File: src/rtl/fetch_unit.sv
// Instruction fetch stage: drives the RAM fetch address, buffers {pc, instr} pairs in a small FIFO
// and hands them to decode over valid/ready. Optional macro FETCH_MISALIGN_CHECK_EN halts on misaligned redirects.
module fetch_unit #(
  parameter int                     DATA_WIDTH = 32,
  parameter int                     ADDR_WIDTH = 16,
  parameter int                     FIFO_DEPTH = 2,
  parameter logic [ADDR_WIDTH-1:0]  RESET_PC   = '0
) (
  input  logic                  clock,
  input  logic                  reset,
  output logic [ADDR_WIDTH-1:0] i_address,
  input  logic [DATA_WIDTH-1:0] i_read_data,
  input  logic                  redirect_valid,
  input  logic [ADDR_WIDTH-1:0] redirect_pc,
  output logic                  out_valid,
  input  logic                  out_ready,
  output logic [ADDR_WIDTH-1:0] out_pc,
  output logic [DATA_WIDTH-1:0] out_instr,
  output logic                  misalign_err
);

  localparam int PTR_W = $clog2(FIFO_DEPTH);
  localparam int CNT_W = PTR_W + 1;

  logic [ADDR_WIDTH-1:0] r_fetch_pc;
  logic [ADDR_WIDTH-1:0] r_pc_mem    [FIFO_DEPTH];
  logic [DATA_WIDTH-1:0] r_instr_mem [FIFO_DEPTH];
  logic [PTR_W-1:0]      r_wr_ptr;
  logic [PTR_W-1:0]      r_rd_ptr;
  logic [CNT_W-1:0]      r_count;

  logic                  w_halted;
  logic [ADDR_WIDTH-1:0] w_load_pc;
  logic                  w_empty;
  logic                  w_pop;
  logic                  w_fetch;

`ifdef FETCH_MISALIGN_CHECK_EN
  typedef enum logic {S_RUN, S_HALTED} state_t;
  state_t r_state;
  state_t w_state_next;

  always_ff @(posedge clock) begin
    if (reset) r_state <= S_RUN;
    else       r_state <= w_state_next;
  end

  always_comb begin
    w_state_next = r_state;
    case (r_state)
      S_RUN:    if (redirect_valid && (redirect_pc[1:0] != 2'b00)) w_state_next = S_HALTED;
      S_HALTED: w_state_next = S_HALTED;
      default:  w_state_next = S_RUN;
    endcase
  end

  // HALTED is entered only by a misaligned redirect and left only by reset, so it doubles as the sticky flag
  assign w_halted     = (r_state == S_HALTED);
  assign misalign_err = w_halted;
  assign w_load_pc    = redirect_pc;
`else
  assign w_halted     = 1'b0;
  assign misalign_err = 1'b0;
  assign w_load_pc    = redirect_pc & ~ADDR_WIDTH'(3);
`endif

  assign i_address = r_fetch_pc;
  assign w_empty   = (r_count == '0);
  assign out_valid = ~w_empty & ~redirect_valid;
  assign out_pc    = w_empty ? '0 : r_pc_mem[r_rd_ptr];
  assign out_instr = w_empty ? '0 : r_instr_mem[r_rd_ptr];
  assign w_pop     = out_valid & out_ready;
  assign w_fetch   = ~redirect_valid & ~w_halted & ((r_count < CNT_W'(FIFO_DEPTH)) | w_pop);

  always_ff @(posedge clock) begin
    if (reset) begin
      r_fetch_pc <= RESET_PC;
      r_wr_ptr   <= '0;
      r_rd_ptr   <= '0;
      r_count    <= '0;
    end else if (redirect_valid) begin
      r_fetch_pc <= w_load_pc;
      r_wr_ptr   <= '0;
      r_rd_ptr   <= '0;
      r_count    <= '0;
    end else begin
      if (w_fetch) begin
        r_fetch_pc <= r_fetch_pc + ADDR_WIDTH'(4);
        r_wr_ptr   <= r_wr_ptr + PTR_W'(1);
      end
      if (w_pop) r_rd_ptr <= r_rd_ptr + PTR_W'(1);
      r_count <= r_count + CNT_W'(w_fetch) - CNT_W'(w_pop);
    end
  end

  always_ff @(posedge clock) begin
    if (!reset && w_fetch) begin
      r_pc_mem[r_wr_ptr]    <= r_fetch_pc;
      r_instr_mem[r_wr_ptr] <= i_read_data;
    end
  end

endmodule
File: config.mk
export PLATFORM = sky130hd
export DESIGN_NAME = fetch_unit
export DESIGN_NICKNAME = d
export VERILOG_FILES = /design/src/rtl/fetch_unit.sv
export SDC_FILE = /design/constraint.sdc
export NUM_CORES = 1
export LEC_CHECK = 0
export CAP_MARGIN = 20
export CORE_AREA = 2 2 128 80
export DETAILED_ROUTE_END_ITERATION = 10
export DIE_AREA = 0 0 130 82
export PLACE_DENSITY = 0.79
export SLEW_MARGIN = 20
export SYNTH_ARGS = -nofsm -noshare
export SYNTH_HDL_FRONTEND = slang
export SYNTH_SLANG_ARGS = --single-unit
File: constraint.sdc
create_clock -name clock -period 4.9 [get_ports clock]
set_input_delay 0.735 -clock clock [delete_from_list [all_inputs] [get_ports clock]]
set_output_delay 0.735 -clock clock [all_outputs]
set_load 0.02 [all_outputs]
==> out/qor.yml <==
wirelength_um: 9517
place.gp.congestion: 0.7504
wire_per_inst_um: 16.52
clkTransAtPathRegs_ns: 0.07
fmax_mhz: 319.8
nets: 491
slowest_stage: "nor2_4"
postCtsSetupBuffers: 0
die-width_um: 130
antenna_found_initial: 0
grt_pass1_vias: 2815
dp_hpwl_um: 6068
cts_tree: "built"
p_leak_nw: 1.957
finish.utilization_pct: 63.85
seq_area_frac_synth_pct: 68.86
clk_latency_ns: 0.34
cpPeakStageDelay_ns: 0.68
final_area_um2: 6107
dr.first_iter.drc_count: 305
hold_viol_final: 0
maxSlewViolCount: 0
place_area_um2: 5777
critPathArrivalTime_ns: 2.39
cts_resized: 0
numCtsBuffers: 9
crit_buf_inv: 2
syn_area_um2: 4564
path_delay_family: "buffers and inverters"
viasPerCell: 5.099
drive_gt1_share_pct: 5.896
fin_setup_tns_ns: 0
n_antenna_cell: 0
hold_buffers: 0
grt_max_degree: 48
crit_start: "r_count[1]"
fin_crit_sh_pct: 63.82
drt_pass1_iterations: 4
remaining_drc_errors: 0
die_area_um2: 10660
clockBufferDepth: 2
io_buffers: 110
relSlewSlack_pct: 48.32
ys_ff_latch: 111
die_h_um: 82
fin_crit_ns: 3.127
timing.rr.start: "r_count[1]"
area_growth_pct: 33.80
clock_skew_ns: 0.005610
cp_max_fo: 26
grt_usage_pct: 18.21
worstSetupEndpointType: "output port"
gr-total-overflow: 0
core_area_um2: 9564
outcome: "finished clean"
finalPower_mw: 2.044
pin_count: 118
hold_path_class: "reg -> reg"
critPathLaunchType: "flop"
path_class: "reg -> out"
grt_pass1_wl_um: 14350
vdd_drop_max_mv: 0.1657
rsz0062_at_grt: "no"
finalWorstSetupSlack_ns: 1.773
nFillCells: 714
syn-instance-count: 330
worstMarginPinSlew_ns: 0.7728
dp_slack_ns: 1.603
cp.required_ns: 4.16
rows: 28
cts-root-buf: "clkbuf_16"
clock_sinks: 111
p_per_area_nw_per_um2: 334.6
setup_violations: 0
cap_violations: 0
crit_chain: "nor2_4, buf_16, nor2_1, clkdlybuf4s50_1"
htreeDepth: 3
hp-start: "i_address[14]"
ys_types: 36
dr_total_vias: 2937
yosysWarnings: 0
initial_core_util_pct: 47.72
avgSynthCellArea_um2: 13.83
ant_nets: 0
synth_stat cells:
master	instances	share of area [%]
a2111oi_4	1	0.60
a211oi_1	9	1.5
a211oi_2	1	0.27
a21oi_1	5	0.55
a311oi_1	2	0.38
a31o_2	1	0.19
a31oi_1	2	0.27
and2_1	3	0.41
and2b_1	1	0.16
and3_1	2	0.27
buf_1	1	0.082
buf_2	5	0.55
buf_4	5	0.82
buf_6	1	0.25
clkbuf_1	11	0.90
conb_1	1	0.082
dfxtp_1	19	8.3
edfxtp_1	92	61
ha_1	3	0.82
inv_1	6	0.49
mux2i_1	46	10
nand2_1	11	0.90
nand2b_1	2	0.27
nand3_1	4	0.44
nand4_1	2	0.27
nand4_4	1	0.47
nor2_1	60	4.9
nor3_1	8	0.88
nor3b_1	1	0.16
nor4_1	1	0.14
o21ai_0	2	0.22
o22ai_1	4	0.55
o31a_1	1	0.19
or3_1	1	0.14
xnor2_1	12	2.3
xor2_1	3	0.58
cell type report:
| class | count | area [um^2] | area share [%] |
|---|---|---|---|
| clock buffer | 12 | 246.5 | 4.036 |
| clock inverter | 4 | 53.80 | 0.8810 |
| inverter | 6 | 22.52 | 0.3688 |
| multi-input combinational | 194 | 1318 | 21.57 |
| sequential | 111 | 3147 | 51.53 |
| tap | 135 | 168.9 | 2.766 |
| timing repair buffer | 114 | 1151 | 18.85 |
power breakdown:
part	switching, mW	total (mW)	internal, mW
combinational	0.117	0.230	0.113
sequential	0.0290	1.09	1.06
clock	0.312	0.725	0.413
per-layer routing:
metal  up-vias  track usage [%]  part of all wire, %
met2       131            27.43                   44
met3         2            7.687                  8.3
met1      1403            25.47                   48
li1       1401                -                    -
met4         0            2.366                 0.11
met5         -                0                    0
path summary, 6_finish.rpt:
kind	to	slack (ns)	depth (start not counted)
setup / recovery	out_pc[9]	1.77	4
hold / removal	r_pc_mem[1][14]	0.54	0
setup reg to reg	r_count[1]	2.43	9
hold reg to reg	r_pc_mem[1][14]	0.54	0
worst register-to-register path: cells and delay by family (launching register included):
kind,cells,cell delay [ns]
xor gates and xnor gates,2,0.31
adders and majority gates,2,0.43
buffers and inverters,1,0.06
DFF,1,0.50
and+or+nand+nor,4,1.02
sequential cells by signal, summed over array words and instances, names as in the netlist, named ones only:
name and count:
r_rd_ptr 1, r_pc_mem 28, r_wr_ptr 1, i_address 14, r_count 2, r_instr_mem 64
layout by cell type, fill, tap and decap left out, drive strengths merged, types with 3 or more instances in the layout:
cell,Yosys,layout
nand3,4,4
nor2,60,60
xor2,3,3
o22ai,4,4
nand4,3,3
nand2,11,11
clkbuf,11,12
conb,1,5
a21oi,5,5
xnor2,12,12
nor3,8,8
clkdlybuf4s50,0,110
inv,6,7
buf,12,4
and2,3,3
dfxtp,19,19
ha,3,3
mux2i,46,46
edfxtp,92,92
a211oi,10,10
cells by family after synthesis:
family	count (synthesis)	synth area share [%]
xor+xnor	15	2.878
simple gates	97	9.458
fa+ha+maj	3	0.8225
buf+inv	29	3.097
mux	46	10.09
other cells	1	0.08216
flops	111	68.86
compound gates	28	4.715
through the flow:
stage,std cells,hold slack (ns)
floorplan,334,0.5200
global placement,559,0.5245
detailed placement,559,0.5235
CTS,575,0.5309
global route,576,0.5412
finish,576,0.5407
No activity file was read; power rests on OpenSTA's default activity.
